===== src/rtl/cmp_arbiter.sv =====
// cmp_arbiter: two requesters time-share one signed comparator.
// Unsigned conditions reuse it by flipping both operand MSBs.

module compare #(
    parameter int NUM_SIZE = 32
) (
    input  logic [NUM_SIZE-1:0] a,
    input  logic [NUM_SIZE-1:0] b,
    output logic                lessThan,
    output logic                equal,
    output logic                greaterThan
);
    assign lessThan    = $signed(a) < $signed(b);
    assign equal       = a == b;
    assign greaterThan = $signed(a) > $signed(b);
endmodule

module cmp_arbiter #(
    parameter int NUM_SIZE = 32
) (
    input  logic                clk,
    input  logic                rst,
    input  logic                req0_valid,
    output logic                req0_ready,
    input  logic [NUM_SIZE-1:0] req0_a,
    input  logic [NUM_SIZE-1:0] req0_b,
    input  logic [2:0]          req0_funct3,
    input  logic                req1_valid,
    output logic                req1_ready,
    input  logic [NUM_SIZE-1:0] req1_a,
    input  logic [NUM_SIZE-1:0] req1_b,
    input  logic [2:0]          req1_funct3,
    output logic                resp_valid,
    input  logic                resp_ready,
    output logic                resp_result,
    output logic                resp_id
);
    typedef enum logic [1:0] {IDLE, CALC, RESP} state_t;

    state_t state, stateNext;

    logic [NUM_SIZE-1:0] aLat, bLat;
    logic [NUM_SIZE-1:0] cmpA, cmpB, msbMask;
    logic [2:0]          f3Lat;
    logic                idLat, rrLast;
    logic                grant0, grant1, accept, acceptId;
    logic                flip, result;
    logic                lessThan, equal, greaterThan;
    logic                resultReg, idReg;

    // rrLast names the last winner; on a tie the other side wins
    assign grant0 = req0_valid & (~req1_valid | rrLast);
    assign grant1 = req1_valid & (~req0_valid | ~rrLast);

    assign req0_ready = (state == IDLE) & grant0 & ~rst;
    assign req1_ready = (state == IDLE) & grant1 & ~rst;
    assign accept     = req0_ready | req1_ready;
    assign acceptId   = req1_ready;

    always_comb begin
        stateNext = state;
        unique case (state)
            IDLE:    if (accept) stateNext = CALC;
            CALC:    stateNext = RESP;
            RESP:    if (resp_ready) stateNext = IDLE;
            default: stateNext = IDLE;
        endcase
    end

    always_ff @(posedge clk) begin
        if (rst) state <= IDLE;
        else     state <= stateNext;
    end

    always_ff @(posedge clk) begin
        if (rst) begin
            aLat      <= '0;
            bLat      <= '0;
            f3Lat     <= '0;
            idLat     <= 1'b0;
            rrLast    <= 1'b1;
            resultReg <= 1'b0;
            idReg     <= 1'b0;
        end else begin
            if (accept) begin
                aLat   <= acceptId ? req1_a : req0_a;
                bLat   <= acceptId ? req1_b : req0_b;
                f3Lat  <= acceptId ? req1_funct3 : req0_funct3;
                idLat  <= acceptId;
                rrLast <= acceptId;
            end
            if (state == CALC) begin
                resultReg <= result;
                idReg     <= idLat;
            end
        end
    end

    // Flipping the sign bit turns signed order into unsigned order
    assign flip    = (f3Lat[2:1] == 2'b11) | (f3Lat == 3'b011);
    assign msbMask = {1'b1, {(NUM_SIZE-1){1'b0}}};
    assign cmpA    = aLat ^ (flip ? msbMask : '0);
    assign cmpB    = bLat ^ (flip ? msbMask : '0);

    compare #(.NUM_SIZE(NUM_SIZE)) uCompare (
        .a           (cmpA),
        .b           (cmpB),
        .lessThan    (lessThan),
        .equal       (equal),
        .greaterThan (greaterThan)
    );

    always_comb begin
        result = 1'b0;
        unique case (f3Lat)
            3'b000:  result = equal;
            3'b001:  result = ~equal;
            3'b010:  result = lessThan;
            3'b011:  result = lessThan;
            3'b100:  result = lessThan;
            3'b101:  result = greaterThan | equal;
            3'b110:  result = lessThan;
            3'b111:  result = greaterThan | equal;
            default: result = 1'b0;
        endcase
    end

    assign resp_valid  = (state == RESP);
    assign resp_result = resultReg;
    assign resp_id     = idReg;
endmodule


===== config.mk =====
export PLATFORM = sky130hd
export DESIGN_NAME = cmp_arbiter
export DESIGN_NICKNAME = d
export VERILOG_FILES = /design/src/rtl/cmp_arbiter.sv
export SDC_FILE = /design/constraint.sdc
export NUM_CORES = 1
export LEC_CHECK = 0
export ABC_AREA = 0
export BUFFER_PORTS_ARGS = -buffer_cell sky130_fd_sc_hd__buf_2
export CAP_MARGIN = 10
export CORE_MARGIN = 2
export CORE_UTILIZATION = 45
export CTS_CLUSTER_SIZE = 20
export DETAILED_ROUTE_END_ITERATION = 12
export PLACE_DENSITY = 0.82
export REMOVE_ABC_BUFFERS = 1
export SYNTH_ARGS = -nofsm -noshare
export SYNTH_HDL_FRONTEND = slang
export SYNTH_SLANG_ARGS = --single-unit

===== constraint.sdc =====
create_clock -name clk -period 2 [get_ports clk]
set_clock_uncertainty 0.15 [all_clocks]
set_input_delay 0.3 -clock clk [delete_from_list [all_inputs] [get_ports clk]]
set_output_delay 0.3 -clock clk [all_outputs]
set_load 0.005 [all_outputs]

# Yosys cells after proc, flatten, opt, wreduce, memory -nomap -nowiden
# Cells that the tools add are included.
# word_totals
word_cells	54
in_bits	139
regBits	73
output_inout_bits	5
# classes
n_eq_ne	13
reduce_logical	5
order_cmp	2
n_bitwise	18
muxes	8
# ops
op	count
2-to-1 mux 32 bit	3
bitwise XOR 32 bit	2
equality test 32 bit	1
> comparator 32 bit	1
< comparator 32 bit	1
equality test 3 bit (second input constant)	4
bitwise AND 1 bit	6
equality test 3 x 2 -> 1 bit (second input constant)	2
one-hot mux 2 bit (3 select lines)	1
inverter 1 bit	5
OR 1 bit	5
equality test 2 bit (second input constant)	2
2-to-1 mux 2 bit	2
one-hot mux 1 bit (4 select lines)	1
OR reduction 4 bit	1
equality test 3 x 1 -> 1 bit (second input constant)	1
logical NOT 3 bit	1
2-to-1 mux 3 bit	1
equality test 2 x 1 -> 1 bit (second input constant)	1
logical NOT 2 bit	1
!= test 2 x 1 -> 1 bit (second input constant)	1
!= test 2 bit (second input constant)	1
AND reduction 2 bit	1
OR reduction 2 bit	1

# Depth between registers and ports, before layout
# Gate-level depths: netlist of run 1.
# logic_depth
depth_word	8
depth_mapped	8
ltp_nobuf	8

# Cells and area by module
# From an unflattened synthesis of run 1, not the netlist that was laid out.
# hier_totals
cells_unflattened	553
hier_area_um2	4523.1
# by_module_without_submodules
module	n_inst	area_per_inst_um2	cells_per_inst	seq_area_each_um2
cmp_arbiter	1	3678.5	434	1461.4
compare	1	844.6	119	0.0

# Least setup slack after synthesis of run 1
# No wires, ideal clock.
# synth_timing
kind	flip-flop to flip-flop
start	reg bLat[14]
end	reg resultReg, in the netlist resp_result
arrival_ps	1626
path_stages_with_launch	9
synth_period_minus_slack_ps	1904
n_path_buf	0
setup_slack_ps	96
setup_time_ps	128
required_time_ps	1722
path_cell_list	dfxtp_1 > inv_1 > ha_1 > nand4_2 > nor4_1 > nand3_1 > xnor2_1 > o31ai_1 > a211oi_2
# synth_via
elab_chain_cells	4
word_cells_on_any_way	7
cone_classes	order compare (2); eq/ne (1); mux (1); bitwise (3)
# synth_lines
element	line	rtl
start, declared	42	logic [NUM_SIZE-1:0] aLat, bLat;
start signal, assigned	87	bLat <= acceptId ? req1_b : req0_b;
bitwise XOR 32 bit (*)	103	assign cmpB = bLat ^ (flip ? msbMask : '0);
> comparator 32 bit / equality test 32 bit (equally long branches)	15, 14	
OR 1 bit / inverter 1 bit (equally long branches)	121, 123, 117	
one-hot mux 1 bit (4 select lines) (*)	115	unique case (f3Lat)
end signal, assigned	93	resultReg <= result;
end, declared	49	logic resultReg, idReg;
# Mark *: on every way between the ends. The rest lies on a longest branch, timed or not.
# A chain may end at the register's enable or synchronous reset.

# Final worst setup path of run 1
# layout_timing
start	reg bLat[1]
end	reg resultReg, in the netlist resp_result
# The elaborated chain is that of the path after synthesis.

==> flow_metrics.tcl, run 1 <==
set metrics [dict create \
    crit_path_start_kind "register" \
    setup_viol 1 \
    syn_to_final_growth_pct 32.2 \
    track_usage 0.203 \
    fin_setup_tns_ns -0.0333 \
    p_per_area_mw_per_mm2 777 \
    seq_area_frac_synth 0.362 \
    ios 144 \
    grt_pass1_wl_um 16500 \
    routed_wl_um 10300 \
    peakVddDrop_mv 0.378 \
    critPathTopFamily "compound AO/OA/AOI/OAI gates" \
    drt_iter0_markers 140 \
    cts.htree.levels 3 \
    fin_nets 833 \
    required_ns 2.10 \
    fmax_mhz 492 \
    synthDistinctLibCells 41 \
    critPathMaxStageDelay_ns 0.37 \
    wl_met3_um 546 \
    fill_cells 768 \
    clkLatencyLatePin_ns 0.34 \
    cts_num_sinks 73 \
    cp_max_fo 2 \
    final_common_cell "nand2_1" \
    synth.ff_latch_count 73 \
    syn_area_mm2 0.00404 \
    wl_per_cell_um 13.2 \
    tightest_slew_ns 0.491 \
    die_h_um 98.8 \
    routed.top_layer "met4" \
    die_w_um 98.8 \
    viasPerCell 5.32 \
    slew_headroom 0.673 \
    num_rows 34 \
    dieArea_mm2 0.00975 \
    synth_edf_count 0 \
    crit_chain "inv_1 > ha_4 > nor2b_4 > o211ai_1 > a2111o_1 > a31o_1 > and4_4 > a211oi_2" \
    drtAntennaViolNets 0 \
    remaining_drc_errors 0 \
    finalWorstPathRequiredPeriod_ns 2.03 \
    dp_hpwl_um 7220 \
    syn_avg_cell_area_um2 7.61 \
    grt_overflow 0 \
    hold_buffers 0 \
    fin_util 0.613 \
    worst-setup-path-type "reg -> reg" \
    cp_slowest_cell "a2111o_1" \
    cts.path.max_buffers 2 \
    preCtsSetupSlack_ns -0.205 \
    via_count 4125 \
    core_area_mm2 0.00872 \
    grt_max_degree 80 \
    finalMaxSlewViolations 0 \
    critPathBufInv 1 \
    violations "negative setup slack" \
    outcome "finished, violations left" \
    fin_crit_sh 1.02 \
    diodes 0 \
    drive_gt1_frac 0.333 \
    place.gp.congestion 0.769 \
    numCtsBuffers 9 \
    antenna_found_initial 0 \
    final_cell_mix "nand2_1 (145), buf_2 (143), nor2_1 (71)" \
    endpoint_kind "register" \
    instances_no_fill 775 \
    async_reset_ff_frac 0 \
    cts-root-buf "clkbuf_8" \
    cts_tree "done" \
    portBuffers 143 \
    grt_pass1_vias 3858 \
    wl_met1_um 4720 \
    arrival_ns 2.14 \
    yosys_warnings 0 \
    rsz0062_at_grt "true" \
    initial_core_util 0.463 \
    maxCapViolCount 0 \
    synth_cells 531 \
    hold_viol 0 \
    met2WireLength_um 4870 \
    min_path_type "in -> reg" \
    power.leakage_nw 2.27 \
    clk_pin_slew_ns 0.08 \
    drtPass1Iterations 4 \
    dp.cells 755 \
    synth_ff_type "dfxtp_1" \
    fin_ws_ns -0.0333 \
]
## kinds of logic after synthesis
kind of cell / count (synthesis) / share of synthesized area
AND/OR/NAND/NOR: 248 / 0.256
AO/OA/AOI/OAI: 104 / 0.203
flip-flops: 73 / 0.362
buffers and inverters: 72 / 0.0771
adder cells (fa/ha/maj): 31 / 0.0960
XOR/XNOR: 2 / 0.00434
multiplexers: 1 / 0.00248
## worst paths after layout
path	start	to	slack, ns	cells past startpoint
worst max register to register	bLat[1]	resp_result	-0.03	8
worst min register to register	idLat	idLat	0.33	2
worst max-delay path	bLat[1]	resp_result	-0.03	8
worst min-delay path	req0_b[5]	bLat[5]	0.06	3
## metrics by stage
stage | instance area [um^2] | power [mW] | hold slack (ns)
after CTS | 5200 | 4.08 | 0.0530
after global routing | 5340 | 4.41 | 0.0604
final | 5340 | 4.15 | 0.0566
after detailed placement | 4850 | 2.73 | 0.323
after floorplan | 3860 | 2.35 | 0.219
after global placement | 4850 | 2.69 | 0.308
## timing repair
item                                   CTS  global route
setup endpoints to repair                1             1
buffers inserted                         2             3
endpoints found under the hold margin    0             0
gates resized for setup                 24            18
pin swaps                               10            12
## layout make-up
type,count,area [um^2],share of cell area
multi-input combinational,386,2510,0.470
sequential,73,1480,0.277
timing repair buffer,159,873,0.163
clock buffer,10,138,0.0258
tap,108,135,0.0253
inverter,34,128,0.0239
clock inverter,5,80.1,0.0150
## synth_stat cells (2+ instances only)
cell type | instances | area share
inv_1 | 32 | 0.030
nor2_1 | 71 | 0.066
a211o_1 | 2 | 0.0043
a21oi_1 | 16 | 0.020
nand2b_1 | 5 | 0.0077
a311oi_1 | 68 | 0.15
nor3_1 | 3 | 0.0037
buf_1 | 6 | 0.0056
a31oi_1 | 3 | 0.0046
nand2_1 | 145 | 0.13
a21o_1 | 2 | 0.0037
dfxtp_1 | 73 | 0.36
o21ai_0 | 7 | 0.0087
ha_1 | 31 | 0.096
clkbuf_1 | 14 | 0.013
nor2b_1 | 3 | 0.0046
nand4_1 | 7 | 0.011
buf_6 | 3 | 0.0084
nand3_1 | 4 | 0.0050
buf_2 | 15 | 0.019
## power by group
part | leakage, nW | internal [mW] | switching, mW
sequential | 0.604 | 1.61 | 0.115
clock | 0.104 | 0.728 | 0.546
combinational | 1.57 | 0.555 | 0.599
## state kept, by name (all words and copies together) (netlist names)
name,cells
aLat,32
rrLast,1
resp_result,1
resp_id,1
state,2
idLat,1
f3Lat,3
bLat,32
## worst reg2reg max path, stage by stage (launching register included)
cell and delay (ns):
dfxtp_2 0.34, inv_1 0.06, ha_4 0.27, nor2b_4 0.12, o211ai_1 0.08, a2111o_1 0.37, a31o_1 0.24, and4_4 0.17
a211oi_2 0.18
## per-layer routing
metal / track usage / vias to the layer above
met5: 0 / -
met4: 0.0674 / 0
met3: 0.0298 / 14
met2: 0.343 / 109
met1: 0.266 / 1889
li1: - / 2113
Power figures use the tool's default switching activity.
==> inputs of run 2 (changes only) <==
Settings changed: GPL_TIMING_DRIVEN from default to 0.
==> run 2 against run 1 <==
  * The flow still finishes with violations (negative setup slack)
  * Design area is 2.5% higher
  * Global-route usage is 2.8 points higher
  * Clock-buffer cell count is 2 higher
  * Clock power is 23% lower
  * Sequential share of layout area is 0.61 points lower
  * Critical path depth stayed put
  * Highest routed layer unchanged
  * Maximum frequency is 5.8% lower
  * Largest cell class unchanged
  * First-iteration DRC count is 81% higher
  * Critical endpoint unchanged
==> flow_metrics.tcl, run 2 (synthesis gave the netlist of run 1 again) <==
set metrics [dict create \
    violations "negative setup slack" \
    required_ns 2.06 \
    use_met2 0.390 \
    final_cell_mix "nand2_1 (145), buf_2 (142), nor2_1 (71)" \
    die_h_um 98.8 \
    grt.busiest_layer "met2" \
    fin_setup_tns_ns -0.157 \
    p_per_area_mw_per_mm2 723 \
    final_common_cell "nand2_1" \
    drive_gt1_frac 0.347 \
    antenna_found_initial 0 \
    finalWorstPathRequiredPeriod_ns 2.16 \
    arrival_ns 2.22 \
    dp.cells 746 \
    intPower_mw 2.64 \
    remaining_drc_errors 0 \
    preCtsSetupSlack_ns -1.47 \
    hold_viol 0 \
    routed_wl_um 12100 \
    num_rows 34 \
    drtPass1Iterations 5 \
    drt_iter0_markers 253 \
    switching_share 0.334 \
    ios 144 \
    cts_num_sinks 73 \
    clkLatencyLatePin_ns 0.33 \
    endpoint_kind "register" \
    track_usage 0.231 \
    place.gp.congestion 0.784 \
    power.switching_mw 1.32 \
    instances_no_fill 784 \
    die_w_um 98.8 \
    crit_path_start_kind "register" \
    setup_viol 1 \
    fill_cells 732 \
    grt_overflow 0 \
    drtAntennaViolNets 0 \
    fin_nets 840 \
    use_met1 0.304 \
    initial_core_util 0.463 \
    dieArea_mm2 0.00975 \
    clkPwrFrac 0.247 \
    top_regs "aLat (32), bLat (32), f3Lat (3)" \
    grt_max_degree 77 \
    fin_ws_ns -0.157 \
    tightest_slew_ns 0.506 \
    grt_pass1_vias 4049 \
    comb_power_share 0.317 \
    clk_pin_slew_ns 0.08 \
    cts_tree "done" \
    cts-root-buf "clkbuf_8" \
    min_path_type "in -> reg" \
    fin_crit_sh 1.08 \
    core_area_mm2 0.00872 \
    fin_util 0.628 \
    p_total_mw 3.96 \
    rsz0062_at_grt "true" \
    maxCapViolCount 0 \
    portBuffers 143 \
    viasPerCell 5.52 \
    seq_power_share 0.436 \
    finalMaxSlewViolations 0 \
    via_count 4331 \
    cp_max_fo 2 \
    grt.met3_usage 0.0447 \
    cts.path.max_buffers 2 \
    hold_buffers 0 \
    power.leakage_nw 2.33 \
    peakVddDrop_mv 0.403 \
    syn_to_final_growth_pct 35.6 \
    dp_hpwl_um 6770 \
    outcome "finished, violations left" \
    cts.htree.levels 3 \
    worst-setup-path-type "reg -> reg" \
    fmax_mhz 464 \
    numCtsBuffers 9 \
    wl_per_cell_um 15.4 \
    grt_pass1_wl_um 18600 \
    slew_headroom 0.661 \
]
-- run 2: metrics by stage --
step / area, um^2 / hold slack (ns)
final: 5480 / 0.0633
after global routing: 5480 / 0.0483
after CTS: 5290 / 0.0535
after detailed placement: 4780 / 0.321
after global placement: 4710 / 0.312
after floorplan: 3860 / 0.219
-- run 2: final timing paths --
check / start / end / slack (ns) / cells past startpoint
worst min-delay path: req0_b[9] / bLat[9] / 0.06 / 3
worst max register to register: bLat[6] / resp_result / -0.16 / 8
worst max-delay path: bLat[6] / resp_result / -0.16 / 8
worst min register to register: idLat / idLat / 0.33 / 2
-- run 2: metal layers --
| layer | part of all wire | vias to the layer above |
|---|---|---|
| met5 | 0 | - |
| li1 | - | 2147 |
| met4 | 0.0078 | 0 |
| met3 | 0.065 | 8 |
| met1 | 0.44 | 2024 |
| met2 | 0.48 | 152 |
-- run 2: what timing repair did --
action                     in CTS  in global routing
gates resized for setup        52                 11
buffers inserted                8                  5
hold endpoints to repair        0                  0
pin swaps                      18                  4
cloned                          4                  4
setup endpoints to repair      72                 17
-- run 2: layout make-up --
type | instances | area (um^2) | share of cell area
clock buffer | 12 | 135 | 0.0247
sequential | 73 | 1480 | 0.270
clock inverter | 4 | 20.0 | 0.00365
multi-input combinational | 389 | 2560 | 0.468
antenna | 1 | 2.50 | 0.000457
inverter | 34 | 154 | 0.0281
timing repair inverter | 1 | 8.76 | 0.00160
tap | 108 | 135 | 0.0247
timing repair buffer | 162 | 978 | 0.179
-- run 2: worst max-delay path, stage by stage (launching register included) --
cell and delay (ns):
dfxtp_2 0.35, inv_2 0.05, ha_4 0.26, nand4_1 0.20
nor4_4 0.31, nand3_2 0.13, xnor2_1 0.17, o31ai_2 0.31
a211oi_2 0.10
-- run 2: power groups by stage --
stage	sequential [mW]	clock, mW	combinational [mW]
floorplan	1.71	0	0.637
global placement	1.73	0	0.940
detailed placement	1.73	0	0.970
CTS	1.72	0.988	1.14
global route	1.75	1.06	1.39
finish	1.73	0.977	1.26
==> inputs of run 3 (changes only) <==
Settings changed: BUFFER_PORTS_ARGS -buffer_cell sky130_fd_sc_hd__buf_2 to default, DONT_BUFFER_PORTS from default to 1, PLACE_DENSITY 0.82 to 0.68.
==> run 3 against run 2 <==
  * The run still ends with negative setup slack left
  * First-iteration DRC count is 38% lower
  * Utilization is 3.5 points higher
  * Design area is 5.6% higher
  * Sequential share of layout area is 1.6 points lower
  * Die area stayed put
  * Setup slack worse by 0.032 ns
  * Routed wire length is 9.1% higher
  * Critical endpoint unchanged
  * Largest power group unchanged
  * Highest routed layer unchanged
==> flow_metrics.tcl, run 3 (synthesis gave the netlist of run 1 again) <==
set metrics [dict create \
    outcome "finished, violations left" \
    violations "negative setup slack" \
    cts-root-buf "clkbuf_8" \
    die_w_um 98.8 \
    maxCapViolCount 0 \
    num_rows 34 \
    rsz0062_at_grt "true" \
    initial_core_util 0.463 \
    fin_nets 807 \
    arrival_ns 2.29 \
    grt_pass1_vias 4238 \
    p_total_mw 3.92 \
    fill_cells 677 \
    diodes 0 \
    grt_pass1_wl_um 20500 \
    ios 144 \
    clkLatencyLatePin_ns 0.33 \
    top_regs "aLat (32), bLat (32), f3Lat (3)" \
    hold_viol 0 \
    cts_num_sinks 73 \
    routed_wl_um 13200 \
    min_path_type "in -> reg" \
    dp_hpwl_um 6260 \
    fin_area_mm2 0.00578 \
    finalWorstPathRequiredPeriod_ns 2.19 \
    cts.path.max_buffers 2 \
    crit_path_start_kind "register" \
    fmax_mhz 457 \
    finalMaxSlewViolations 0 \
    dp.cells 603 \
    postPlaceCellArea_mm2 0.00405 \
    endpoint_kind "register" \
    final_cell_mix "nand2_1 (145), dlygate4sd3_1 (118), nor2_1 (71)" \
    core_area_mm2 0.00872 \
    wl_per_cell_um 17.6 \
    cts.htree.levels 3 \
    preCtsSetupSlack_ns -0.789 \
    tightest_slew_ns 0.545 \
    required_ns 2.10 \
    fin_ws_ns -0.190 \
    seq_area_mm2 0.00147 \
    p_per_area_mw_per_mm2 678 \
    clk_pin_slew_ns 0.07 \
    remaining_drc_errors 0 \
    drt_iter0_markers 157 \
    grt_max_degree 72 \
    grt_overflow 0 \
    dieArea_mm2 0.00975 \
    slew_headroom 0.637 \
    peakVddDrop_mv 0.387 \
    worst_hold_slack_ns 0.0161 \
    track_usage 0.262 \
    cts_tree "done" \
    fin_crit_sh 1.09 \
    via_count 4307 \
    die_h_um 98.8 \
    power.leakage_nw 2.17 \
    worst-setup-path-type "reg -> reg" \
    setup_viol 1 \
    cp_max_fo 3 \
    syn_to_final_growth_pct 43.2 \
    portBuffers 0 \
    viasPerCell 5.74 \
    drtAntennaViolNets 0 \
    multi_input_area_mm2 0.00253 \
    antenna_found_initial 0 \
    drtPass1Iterations 4 \
    final_common_cell "nand2_1" \
    instances_no_fill 750 \
    place.gp.congestion 0.788 \
    numCtsBuffers 9 \
    drive_gt1_frac 0.104 \
]
-- run 3: worst paths after layout --
| check | from | end | slack (ns) | cells past startpoint |
|---|---|---|---|---|
| max reg2reg | bLat[11] | resp_result | -0.19 | 8 |
| min | req1_a[0] | aLat[0] | 0.02 | 2 |
| min reg2reg | idLat | idLat | 0.33 | 2 |
| max | bLat[11] | resp_result | -0.19 | 8 |
-- run 3: routing by layer --
metal | vias up | share of wire | global-route usage | wire [um]
li1 | 2079 | - | - | -
met1 | 2020 | 0.43 | 0.323 | 5640
met2 | 175 | 0.49 | 0.435 | 6440
met3 | 33 | 0.057 | 0.0645 | 746
met4 | 0 | 0.027 | 0.109 | 352
met5 | - | 0 | 0 | 0
-- run 3: power breakdown --
part | switching (mW) | leakage [nW] | total, mW | internal, mW
clock network | 0.517 | 0.0839 | 0.961 | 0.444
registers | 0.109 | 0.603 | 1.72 | 1.61
logic | 0.651 | 1.48 | 1.24 | 0.593
-- run 3: per-stage QoR --
stage / utilization / TNS, ns
global route: 0.663 / -0.280
CTS: 0.649 / -0.164
floorplan: - / -124.98
finish: 0.663 / -0.190
detailed placement: 0.465 / -48.24
global placement: 0.458 / -204.24
-- run 3: cell type report --
cell class,count,area share
Clock buffer,12,0.0234
Tap cell,108,0.0234
Multi-Input combinational cell,390,0.438
Clock inverter,4,0.00346
Timing Repair Buffer,128,0.228
Timing Repair inverter,1,0.00195
Inverter,34,0.0266
Sequential cell,73,0.255
-- run 3: what timing repair did --
action / in CTS / in global routing
cloned: 4 / 1
hold buffers: 118 / 1
endpoints found under the hold margin: 71 / 1
gates resized for setup: 31 / 12
buffers inserted: 5 / 2
endpoints found under the setup margin: 72 / 23
pin swaps: 14 / 6
-- run 3: worst max-delay path, cell delays in order (launching register included) --
cell and delay, ns:
dfxtp_2 0.33, inv_2 0.04, ha_4 0.27, nand4_1 0.19, buf_4 0.21, a2111o_1 0.35
a31o_1 0.26, and4_4 0.18, a211oi_2 0.15
